`src/rtl/mlab_ram_arbiter.sv`:
```
`default_nettype none
// ============================================================================
// Module      : mlab_ram_arbiter
// Description : Round-robin arbiter and clear-sweep sequencer sharing one
//               single-port MLAB RAM (async read, sync write) between two
//               requesters A and B.
// Revision    : 1.0 - initial release
// ============================================================================
module mlab_ram_arbiter #(
   parameter int                    DATA_WIDTH    = 8,
   parameter int                    ADDR_WIDTH    = 6,
   parameter bit                    INIT_ON_RESET = 1'b1,
   parameter logic [DATA_WIDTH-1:0] INIT_VALUE    = '0
) (
   input  logic                  clk,
   input  logic                  rst_n,
   input  logic                  clear_req,
   output logic                  init_busy,
   input  logic                  a_req,
   input  logic                  a_we,
   input  logic [ADDR_WIDTH-1:0] a_addr,
   input  logic [DATA_WIDTH-1:0] a_wdata,
   output logic                  a_gnt,
   output logic                  a_rvalid,
   output logic [DATA_WIDTH-1:0] a_rdata,
   input  logic                  b_req,
   input  logic                  b_we,
   input  logic [ADDR_WIDTH-1:0] b_addr,
   input  logic [DATA_WIDTH-1:0] b_wdata,
   output logic                  b_gnt,
   output logic                  b_rvalid,
   output logic [DATA_WIDTH-1:0] b_rdata,
   output logic [ADDR_WIDTH-1:0] ram_addr,
   output logic [DATA_WIDTH-1:0] ram_data_in,
   output logic                  ram_write,
   input  logic [DATA_WIDTH-1:0] ram_data_out
);

   typedef enum logic [0:0] {
      ST_INIT = 1'b0,
      ST_RUN  = 1'b1
   } state_t;

   localparam state_t                c_reset_state = INIT_ON_RESET ? ST_INIT : ST_RUN;
   localparam logic [ADDR_WIDTH-1:0] c_cnt_one     = {{(ADDR_WIDTH-1){1'b0}}, 1'b1};
   localparam logic [ADDR_WIDTH-1:0] c_cnt_last    = '1;

   state_t                  state_q, state_d;
   logic [ADDR_WIDTH-1:0]   cnt_q, cnt_d;
   // 1 when B holds the most recent transfer, so A wins the next contention
   logic                    last_b_q, last_b_d;
   logic                    a_rvalid_q, a_rvalid_d;
   logic                    b_rvalid_q, b_rvalid_d;
   logic [DATA_WIDTH-1:0]   a_rdata_q, a_rdata_d;
   logic [DATA_WIDTH-1:0]   b_rdata_q, b_rdata_d;

   assign init_busy = (state_q == ST_INIT);
   assign a_rvalid  = a_rvalid_q;
   assign b_rvalid  = b_rvalid_q;
   assign a_rdata   = a_rdata_q;
   assign b_rdata   = b_rdata_q;

   // Grant decision: clear request blocks all grants; contention alternates
   always_comb begin
      a_gnt = 1'b0;
      b_gnt = 1'b0;
      if ((state_q == ST_RUN) && !clear_req) begin
         if (a_req && b_req) begin
            a_gnt = last_b_q;
            b_gnt = !last_b_q;
         end else begin
            a_gnt = a_req;
            b_gnt = b_req;
         end
      end
   end

   // RAM port mux: sweep writes in INIT, granted requester in RUN, idle zeros otherwise
   always_comb begin
      ram_addr    = '0;
      ram_data_in = '0;
      ram_write   = 1'b0;
      if (state_q == ST_INIT) begin
         ram_addr    = cnt_q;
         ram_data_in = INIT_VALUE;
         ram_write   = 1'b1;
      end else if (a_gnt) begin
         ram_addr    = a_addr;
         ram_data_in = a_wdata;
         ram_write   = a_we;
      end else if (b_gnt) begin
         ram_addr    = b_addr;
         ram_data_in = b_wdata;
         ram_write   = b_we;
      end
   end

   // Next-state: sweep counter, state transitions, last-grant and read capture
   always_comb begin
      state_d    = state_q;
      cnt_d      = cnt_q;
      last_b_d   = last_b_q;
      a_rdata_d  = a_rdata_q;
      b_rdata_d  = b_rdata_q;
      // A grant only exists with its request, so gnt & ~we marks a read transfer
      a_rvalid_d = a_gnt && !a_we;
      b_rvalid_d = b_gnt && !b_we;
      if (a_rvalid_d) begin
         a_rdata_d = ram_data_out;
      end
      if (b_rvalid_d) begin
         b_rdata_d = ram_data_out;
      end
      if (a_gnt) begin
         last_b_d = 1'b0;
      end else if (b_gnt) begin
         last_b_d = 1'b1;
      end
      if (state_q == ST_INIT) begin
         cnt_d = cnt_q + c_cnt_one;
         if (cnt_q == c_cnt_last) begin
            state_d = ST_RUN;
         end
      end else if (clear_req) begin
         state_d = ST_INIT;
         cnt_d   = '0;
      end
   end

   // State registers with asynchronous active-low reset
   always_ff @(posedge clk or negedge rst_n) begin
      if (!rst_n) begin
         state_q    <= c_reset_state;
         cnt_q      <= '0;
         last_b_q   <= 1'b1;
         a_rvalid_q <= 1'b0;
         b_rvalid_q <= 1'b0;
         a_rdata_q  <= '0;
         b_rdata_q  <= '0;
      end else begin
         state_q    <= state_d;
         cnt_q      <= cnt_d;
         last_b_q   <= last_b_d;
         a_rvalid_q <= a_rvalid_d;
         b_rvalid_q <= b_rvalid_d;
         a_rdata_q  <= a_rdata_d;
         b_rdata_q  <= b_rdata_d;
      end
   end

endmodule
`default_nettype wire

```
`config.mk`:
```
export PLATFORM = sky130hd
export DESIGN_NAME = mlab_ram_arbiter
export DESIGN_NICKNAME = d
export VERILOG_FILES = /design/src/rtl/mlab_ram_arbiter.sv
export SDC_FILE = /design/constraint.sdc
export NUM_CORES = 1
export LEC_CHECK = 0
export CELL_PAD_IN_SITES_DETAIL_PLACEMENT = 1
export CELL_PAD_IN_SITES_GLOBAL_PLACEMENT = 2
export CORE_MARGIN = 1
export CORE_UTILIZATION = 24
export CTS_BUF_LIST = sky130_fd_sc_hd__clkbuf_8
export DETAILED_ROUTE_END_ITERATION = 10
export HOLD_SLACK_MARGIN = 0.05
export PLACE_DENSITY = 0.95
export SETUP_SLACK_MARGIN = 0.3
export SKIP_LAST_GASP = 1
export SYNTH_ARGS = -nofsm -noshare
export SYNTH_HDL_FRONTEND = slang
export SYNTH_SLANG_ARGS = --single-unit
```
`constraint.sdc`:
```
create_clock -name clk -period 2.8 [get_ports clk]
set_input_delay 0.7 -clock clk [delete_from_list [all_inputs] [get_ports clk]]
set_output_delay 0.7 -clock clk [all_outputs]
set_load 0.1 [all_outputs]
```
==> impl_results.md, run 1 <==
- Outcome: finished, final reports clean
- CTS sink cnt: 26
- Die area: 5810 sq um
- Total number of vias: 1259
- Slew @ Worst Pin: 0.338 ns
- Reg-to-reg startpoint: last_b_q$_DFFE_PN1P_
- Max Fanout on Critical Path: 6
- Area Overhead vs Synth: 96.0%
- Count of state elements after synthesis: 26
- Critical Path Sink Type: primary output
- Final worst-path cycle share: 89.0%
- Synthesized instance count: 106
- Die W: 76.2 um
- Delay-heaviest family, CP: compound AO/OA/AOI/OAI gates
- Avg Synthesized Cell Area: 12.5 sq um
- First-pass GRT wire length: 7.74 mm
- R2R setup slack: 1.19 ns
- R2r endpoint: a_rdata[6]$_DFFE_PN0P_
- Peak VDD IR: 0.582 mV
- Max Slew Vio Count: 0
- Core Region: 5200 sq um
- PnR Total Power: 0.00249 W
- Mapped cell area: 1320 sq um
- Via density per instance: 4.66
- Initial antenna violation count: 0
- Worst path bufs/invs: 3
- Vias in the first global route: 1418
- Post-route DRC: 0
- Gpl congestion: 0.819
- Static leakage: 1.21 nW
- Hold depth: 1
- Flop pwr share: 23.8%
- I/O Pins: 79
- Clock power frac: 12.4%
- Required time worst endpoint: 2.10 ns
- Post-DRT Antenna Nets: 0
- Cell Chain, Critical Path: buf_6 > a21boi_2 > and2_4 > buf_12 > a221o_2 > buf_12
- Crit. Startpoint: b_req
- Remaining global-route overflow: 0
- Slew headroom: 77.5%
- Kind of critical path: input pin to primary output
- Final hold viol count: 0
- Layout cells sized above 1: 44.5%
- Setup violations, final: 0
- Sw Ratio: 51.1%
- Post-layout util: 49.8%
- Min-delay src: cnt_q[5]$_DFFE_PN0P_
- DR WL/cell: 17.3 um
- RSZ-0062 raised after global routing: true
- Worst hold endpoint: cnt_q[5]$_DFFE_PN0P_
- Initial Util: 25.4%
- I/O Buffers: 78
- Largest net degree at the start of global routing: 27
- Post-synthesis sequential area ratio: 49.3%
- Combinational Power Share: 63.9%
- Psw: 0.00127 W
- Htree depth: 1
- Final Skew: 0.00140 ns
- Int Power: 0.00122 W
- Min-delay worst type: flip-flop to flip-flop
- DP HPWL: 3.53 mm
- R2R depth: 5
- GRT Total Usage: 17.0%
- Synth cell types: 36
- Number of DRC markers in iteration 0: 27
- Worst path max stage delay: 0.36 ns
- TritonCTS clock tree: built
- Most used cell along the critical path: buf_12
- Syn. warnings: 0
- Cts hold-fix bufs: 0
- Crit start category: input pin
- Cell Rows: 26
- Root Buffer: clkbuf_8
- Fill cell count: 541
- Syn_nets: 150
- Clock Tree Buf Depth: 2
- Ant. Diodes: 0
- Fin crit period: 2.49 ns
- Pwr per Cell Area: 963 nW/um^2
- Final wirelength: 4.67 mm
- WP data arrival: 1.79 ns
- Die Span Y: 76.2 um
- Critical Path Slowest Stage Cell: a221o_2
- Clock transition at path regs: 0.09 ns
- Nets@finish: 245
- Clock Latency Late Sink: 0.27 ns
- Max Cap Viol: 0
- Max Clk Rate: 401 MHz
- Drt first pass iters: 4
- CTS buffer count: 3
==> flip-flops by register name (all words and copies together), names as in the netlist <==
register	flops
a_rdata	8
a_rvalid	1
b_rdata	8
b_rvalid	1
cnt_q	6
last_b_q	1
state_q	1
==> per-layer routing <==
layer | vias up | part of all wire [%] | track usage, %
met5 | - | 0 | 0
met4 | 0 | 0.73 | 3.65
met3 | 4 | 6.6 | 3.23
met2 | 67 | 47 | 29.5
met1 | 610 | 45 | 21.8
li1 | 578 | - | -
==> how the worst max path moves through the flow <==
| stage | slack (ns) | endpoint | cells after the start |
|---|---|---|---|
| after floorplan | 0.11 | ram_data_in[0] | 6 |
| after global placement | -0.1 | ram_addr[4] | 6 |
| after detailed placement | -0.13 | ram_addr[4] | 6 |
| after CTS | 0.29 | ram_addr[3] | 6 |
| after global routing | 0.29 | ram_addr[3] | 6 |
| final | 0.31 | ram_addr[3] | 6 |
==> area by class of cell <==
cell class              instances  area [sq um]  share of cell area, %
inverters                       3          11.3                  0.435
repair buffers                 96          1080                   41.7
multi-input cells              71           687                   26.5
well taps                      70          87.6                   3.38
clock buffers                   3          41.3                   1.59
flip-flops and latches         26           652                   25.2
clock inverters                 1          30.0                   1.16
==> cells in the final DEF (no fill, tap or decap), types with 2 or more instances in the layout <==
master           instances
a221o_2                  5
buf_4                   32
buf_6                    3
clkbuf_8                 3
mux2_2                   3
buf_12                  19
mux2i_1                  2
nor2b_1                  3
inv_2                    2
and2b_1                  3
a22o_4                   5
buf_2                    2
mux2_1                  13
a22o_2                   3
dfrtp_1                 25
nand2_1                  8
clkdlybuf4s50_1         38
o22ai_1                  3
nand3_1                  2
==> per-stage QoR <==
| step | hold slack [ns] | cell area, sq um | setup TNS (ns) | std cells | worst slack [ns] |
|---|---|---|---|---|---|
| floorplan | 0.404 | 1370 | 0 | 106 | 0.109 |
| global placement | 0.457 | 2400 | -1.15 | 259 | -0.0987 |
| detailed placement | 0.469 | 2400 | -1.60 | 259 | -0.134 |
| CTS | 0.482 | 2580 | 0 | 270 | 0.289 |
| global route | 0.493 | 2590 | 0 | 270 | 0.286 |
| finish | 0.477 | 2590 | 0 | 270 | 0.309 |
==> synthesized netlist by cell type (all sizes together) <==
cell / n / area (sq um)
dfrtp: 25 / 626
mux2: 16 / 180
a22o: 8 / 70.1
nand2: 8 / 30.0
a221o: 6 / 60.1
buf: 6 / 51.3
nor2b: 4 / 32.5
and2b: 3 / 22.5
inv: 3 / 11.3
nand3: 3 / 20.0
o22ai: 3 / 18.8
and2: 2 / 12.5
mux2i: 2 / 20.0
nor3b: 2 / 20.0
a211o: 1 / 8.76
a21boi: 1 / 7.51
a21oi: 1 / 5.00
a31oi: 1 / 6.26
and3: 1 / 11.3
and4b: 1 / 10.0
dfstp: 1 / 26.3
ha: 1 / 12.5
nand2b: 1 / 13.8
nand3b: 1 / 7.51
nand4: 1 / 6.26
o21ai: 1 / 5.00
o2bb2ai: 1 / 8.76
xnor2: 1 / 8.76
xor2: 1 / 8.76
==> logic make-up after synthesis <==
family | count (synthesis) | synth area share [%]
simple gates | 27 | 14.1
mux | 18 | 15.2
buf+inv | 9 | 4.73
xor+xnor | 2 | 1.33
fa+ha+maj | 1 | 0.947
flops | 26 | 49.3
compound gates | 23 | 14.4
==> worst register-to-register path: stages, from the launching register on <==
cell      delay [ns]
dfstp_2         0.58
nand2b_4        0.14
buf_4           0.11
nand3_2         0.22
inv_2           0.15
mux2_1          0.32
==> power groups by stage <==
stage,sequential (W),combinational (W),clock [W]
after floorplan,0.000998,0.000683,0
after global placement,0.000591,0.00156,0
after detailed placement,0.000596,0.00159,0
after CTS,0.000590,0.00160,0.000322
after global routing,0.000609,0.00166,0.000335
final,0.000592,0.00159,0.000309
==> what timing repair did <==
item	in CTS	in global routing
setup endpoints to repair	17	7
buffers inserted	6	0
pin swaps	6	2
cloned	1	0
gates resized for setup	23	1
Power figures use the tool's default switching activity.
==> run 2: changes to the inputs <==
--- a/config.mk
+++ b/config.mk
@@ -6,13 +6,13 @@
 export NUM_CORES = 1
 export LEC_CHECK = 0
 export CELL_PAD_IN_SITES_DETAIL_PLACEMENT = 1
-export CELL_PAD_IN_SITES_GLOBAL_PLACEMENT = 2
+export CELL_PAD_IN_SITES_GLOBAL_PLACEMENT = 1
 export CORE_MARGIN = 1
-export CORE_UTILIZATION = 24
-export CTS_BUF_LIST = sky130_fd_sc_hd__clkbuf_8
+export CORE_UTILIZATION = 29
+export CTS_BUF_LIST = sky130_fd_sc_hd__clkbuf_16
 export DETAILED_ROUTE_END_ITERATION = 10
 export HOLD_SLACK_MARGIN = 0.05
-export PLACE_DENSITY = 0.95
+export PLACE_DENSITY = 0.92
 export SETUP_SLACK_MARGIN = 0.3
 export SKIP_LAST_GASP = 1
 export SYNTH_ARGS = -nofsm -noshare
==> run 2 against run 1 <==
Via count up 3.4%. Largest power group unchanged. Count of clock-buffer cells in the layout unchanged. Critical endpoint is now ram_addr[2]. Flip-flop and latch count unchanged. Sequential share of layout area up 0.37 points. Largest cell class unchanged. Hold slack better by 0.013 ns.
==> impl_results.md, run 2 (synthesized netlist as in run 1, its figures left out) <==
- Final Skew: 0.00356 ns
- Cell Rows: 24
- Hold depth: 1
- Max Clk Rate: 404 MHz
- Die area: 4830 sq um
- R2R setup slack: 1.10 ns
- Reg-to-reg startpoint: state_q$_DFF_PN0_
- Kind of critical path: input pin to primary output
- Peak VDD IR: 0.602 mV
- Layout cells sized above 1: 43.4%
- Largest net degree at the start of global routing: 27
- Crit start category: input pin
- Min-delay worst type: flip-flop to flip-flop
- Static leakage: 1.21 nW
- I/O Pins: 79
- Cell Chain, Critical Path: buf_6 > a21boi_4 > and2_4 > buf_6 > a221o_2 > buf_12
- Clock Latency Late Sink: 0.25 ns
- Initial Util: 30.3%
- Clock transition at path regs: 0.06 ns
- Final worst-path cycle share: 88.3%
- Most used cell along the critical path: buf_6
- GRT Total Usage: 22.9%
- Setup violations, final: 0
- Gpl congestion: 0.842
- CTS buffer count: 3
- Root Buffer: clkbuf_16
- Slew @ Worst Pin: 0.336 ns
- Vias in the first global route: 1444
- Post-route DRC: 0
- R2R depth: 5
- Max Fanout on Critical Path: 4
- Die Span Y: 69.5 um
- Required time worst endpoint: 2.10 ns
- Pre-CTS setup slack: -0.103 ns
- Nets@finish: 243
- Final worst slack: 0.326 ns
- R2r endpoint: b_rdata[7]$_DFFE_PN0P_
- RSZ-0062 raised after global routing: false
- Worst path max stage delay: 0.38 ns
- Worst path bufs/invs: 3
- Htree depth: 1
- I/O Buffers: 78
- Ant. Diodes: 0
- Fin crit period: 2.47 ns
- Die W: 69.5 um
- Final wirelength: 5.37 mm
- CTS sink cnt: 26
- Area Overhead vs Synth: 93.2%
- Worst hold endpoint: b_rdata[0]$_DFFE_PN0P_
- Slew headroom: 77.6%
- Delay-heaviest family, CP: compound AO/OA/AOI/OAI gates
- DR WL/cell: 21.5 um
- TritonCTS clock tree: built
- Critical Path Sink Type: primary output
- Remaining global-route overflow: 0
- Min-delay src: b_rdata[0]$_DFFE_PN0P_
- Cts hold-fix bufs: 0
- Post-DRT Antenna Nets: 0
- Initial antenna violation count: 0
- PnR Total Power: 0.00252 W
- Max Slew Vio Count: 0
- Total number of vias: 1302
- WP data arrival: 1.77 ns
- Critical Path Slowest Stage Cell: a221o_2
- Number of cells on the critical path: 6
- Final hold viol count: 0
- Clock Tree Buf Depth: 2
- Number of DRC markers in iteration 0: 36
- Pwr per Cell Area: 988 nW/um^2
- Drt first pass iters: 4
- Core Region: 4350 sq um
- Outcome: finished, final reports clean
- Most frequent cells in the layout: 38 x clkdlybuf4s50_1, 28 x buf_4, 25 x dfrtp_1
- Fill cell count: 441
- Via density per instance: 5.21
- DP HPWL: 3.66 mm
- Commonest non-fill, non-tap cell in the layout: clkdlybuf4s50_1
- Max Cap Viol: 0
- First-pass GRT wire length: 8.41 mm
run 2: changes by cell type in the layout (fill, tap and decap cells not counted), sizes merged:
cell / delta
and3: +1
buf: -3
bufinv: -1
inv: +1
run 2: power by group:
part / internal [W] / switching, W
registers: 0.000495 / 0.000104
clock network: 0.000190 / 0.000114
logic: 0.000535 / 0.00108
run 2: layout make-up:
type                    count  area [sq um]  share of cell area (%)
clock buffers               3          75.1                    2.94
clock inverters             1          3.75                   0.147
inverters                   3          11.3                   0.441
multi-input cells          72           713                    27.9
flip-flops and latches     26           652                    25.5
well taps                  52          65.1                    2.55
repair buffers             93          1030                    40.4
run 2: layer usage:
metal	vias up	wire, um	global-route usage [%]
li1	576	-	-
met1	633	1960	24.8
met2	81	2790	42.1
met3	12	405	5.38
met4	0	212	9.98
met5	-	0	0
run 2: stage by stage:
stage / TNS (ns) / instances / utilization, % / hold slack, ns / area [sq um]
after global placement: -0.805 / 241 / 54.1 / 0.460 / 2360
after floorplan: 0 / 106 / - / 0.404 / 1370
after global routing: 0 / 250 / 58.6 / 0.507 / 2550
after CTS: 0 / 250 / 58.2 / 0.495 / 2530
final: 0 / 250 / 58.6 / 0.490 / 2550
after detailed placement: -1.15 / 241 / 54.1 / 0.481 / 2360
run 2: worst max path at each step:
| stage | to | from |
|---|---|---|
| floorplan | ram_data_in[0] | clear_req |
| global placement | ram_addr[4] | b_req |
| detailed placement | ram_addr[4] | b_req |
| CTS | ram_addr[1] | b_req |
| global route | ram_data_in[6] | clear_req |
| finish | ram_addr[2] | b_req |
run 2: timing repair:
item	CTS	global route
endpoints found under the setup margin	17	13
gates cloned	2	0
buffers inserted	3	0
pin swaps	6	2
resized for setup	28	5
endpoints found under the hold margin	0	0
==> run 3: changes to the inputs <==
--- a/config.mk
+++ b/config.mk
@@ -7,6 +7,7 @@
 export LEC_CHECK = 0
 export CELL_PAD_IN_SITES_DETAIL_PLACEMENT = 1
 export CELL_PAD_IN_SITES_GLOBAL_PLACEMENT = 1
+export CORE_ASPECT_RATIO = 1.2
 export CORE_MARGIN = 1
 export CORE_UTILIZATION = 29
 export CTS_BUF_LIST = sky130_fd_sc_hd__clkbuf_16
==> run 3 against run 2 <==
Utilization up 1.1 points. Worst setup slack worse by 0.016 ns. Wire length down 13%. Fmax down 0.65%. First-iteration DRC count down 42%. Largest cell class unchanged. Clock power up 5%. Highest routed layer unchanged.
==> impl_results.md, run 3 (synthesized netlist as in run 1, its figures left out) <==
- Remaining global-route overflow: 0
- R2R setup slack: 1.08 ns
- Number of DRC markers in iteration 0: 21
- Initial Util: 30.5%
- Final wirelength: 4.65 mm
- Final hold viol count: 0
- Area Overhead vs Synth: 95.5%
- Max Fanout on Critical Path: 7
- Cts hold-fix bufs: 0
- Post-DRT Antenna Nets: 0
- Finished Layout Cells: 257
- Htree depth: 1
- Clock transition at path regs: 0.06 ns
- Static leakage: 1.22 nW
- Setup TNS Final: 0 ns
- Layout cells sized above 1: 44.3%
- Most used cell along the critical path: buf_12
- CTS sink cnt: 26
- Nets@finish: 246
- Final Skew: 0.00351 ns
- Most frequent cells in the layout: 38 x clkdlybuf4s50_1, 32 x buf_4, 25 x dfrtp_1
- Drt first pass iters: 3
- Cell Chain, Critical Path: buf_6 > a21boi_4 > and2_4 > buf_12 > a221o_4 > buf_12
- Reg-to-reg startpoint: last_b_q$_DFFE_PN1P_
- Crit start category: input pin
- Min-delay src: cnt_q[5]$_DFFE_PN0P_
- Fin crit period: 2.49 ns
- DP HPWL: 3.34 mm
- First-pass GRT wire length: 7.48 mm
- Worst path max stage delay: 0.36 ns
- Slew headroom: 77.9%
- Required time worst endpoint: 2.10 ns
- Outcome: finished, final reports clean
- Die area: 4830 sq um
- I/O Buffers: 78
- Die W: 63.6 um
- DR WL/cell: 18.1 um
- Core Region: 4330 sq um
- Hold depth: 1
- Final worst-path cycle share: 88.9%
- GRT Total Usage: 20.0%
- Cell Rows: 26
- I/O Pins: 79
- Total number of vias: 1284
- Max Slew Vio Count: 0
- Max Clk Rate: 402 MHz
- Clock Tree Buf Depth: 2
- Die Span Y: 75.9 um
- Via density per instance: 5.00
- Gpl congestion: 0.730
- TritonCTS clock tree: built
- Critical Path Slowest Stage Cell: a221o_4
- RSZ-0062 raised after global routing: true
- Slew @ Worst Pin: 0.331 ns
- Ant. Diodes: 0
- Kind of critical path: input pin to primary output
- Commonest non-fill, non-tap cell in the layout: clkdlybuf4s50_1
- R2r endpoint: a_rdata[6]$_DFFE_PN0P_
- Peak VDD IR: 0.569 mV
- Root Buffer: clkbuf_16
- Max Cap Viol: 0
- Clock Latency Late Sink: 0.26 ns
- Setup violations, final: 0
- Worst hold endpoint: cnt_q[5]$_DFFE_PN0P_
- Initial antenna violation count: 0
- Critical Path Sink Type: primary output
- Min-delay worst type: flip-flop to flip-flop
- CTS buffer count: 3
- WP data arrival: 1.79 ns
- Post-route DRC: 0
- Placed Cells: 246
- R2R depth: 6
- Pwr per Cell Area: 978 nW/um^2
- Largest net degree at the start of global routing: 27
- Vias in the first global route: 1460
==> run 3: cell types whose count changed in the layout (fill, tap and decap cells not counted) <==
cell	change
buf_8	-1
a22o_2	+2
buf_16	+1
a22o_4	-2
buf_4	+4
buf_6	-2
buf_12	+1
==> run 3: final cells by class <==
cell class | count | area (sq um)
Fill cell | 451 | 1740
Clock inverter | 1 | 3.75
Multi-Input combinational cell | 72 | 698
Inverter | 3 | 11.3
Clock buffer | 3 | 75.1
Sequential cell | 26 | 652
Timing Repair Buffer | 96 | 1070
Tap cell | 56 | 70.1
==> run 3: how the worst max path moves through the flow <==
stage                     startpoint             end
after floorplan            clear_req  ram_data_in[0]
after global placement         b_req     ram_addr[4]
after detailed placement       b_req     ram_addr[4]
after CTS                      b_req     ram_addr[0]
after global routing       clear_req  ram_data_in[3]
final                          b_req     ram_addr[4]
==> run 3: worst max-delay path, delay by kind of cell <==
kind / cells / cell delay [ns]
buf+inv: 3 / 0.41
simple gates: 1 / 0.19
compound gates: 2 / 0.49
==> run 3: timing repair <==
item                       CTS  global route
gates cloned                 2             0
buffers inserted             4             1
gates resized for setup     25             1
setup endpoints to repair   17            10
pin swaps                    7             3
==> run 3: report_power, final <==
| part | internal (W) | total [W] | switching, W |
|---|---|---|---|
| Combinational | 0.000541 | 0.00161 | 0.00107 |
| Clock | 0.000191 | 0.000318 | 0.000126 |
| Sequential | 0.000495 | 0.000595 | 0.000101 |
| Total | 0.00123 | 0.00252 | 0.00130 |
==> run 3: layer usage <==
layer / global-route usage, % / vias up / part of all wire, %
li1: - / 585 / -
met1: 21.5 / 621 / 37
met2: 38.2 / 76 / 54
met3: 4.97 / 2 / 8.6
met4: 4.09 / 0 / 0.58
met5: 0 / - / 0
==> run 3: per-stage QoR <==
step                power [W]  instance area [sq um]  setup WS, ns  util [%]  hold WS [ns]
detailed placement    0.00220                   2380       -0.0933      55.1         0.483
global placement      0.00215                   2380       -0.0722      55.1         0.465
CTS                   0.00253                   2570         0.291      59.3         0.491
finish                0.00252                   2580         0.310      59.7         0.482
floorplan             0.00168                   1370         0.109         -         0.404
global route          0.00263                   2580         0.287      59.7         0.511
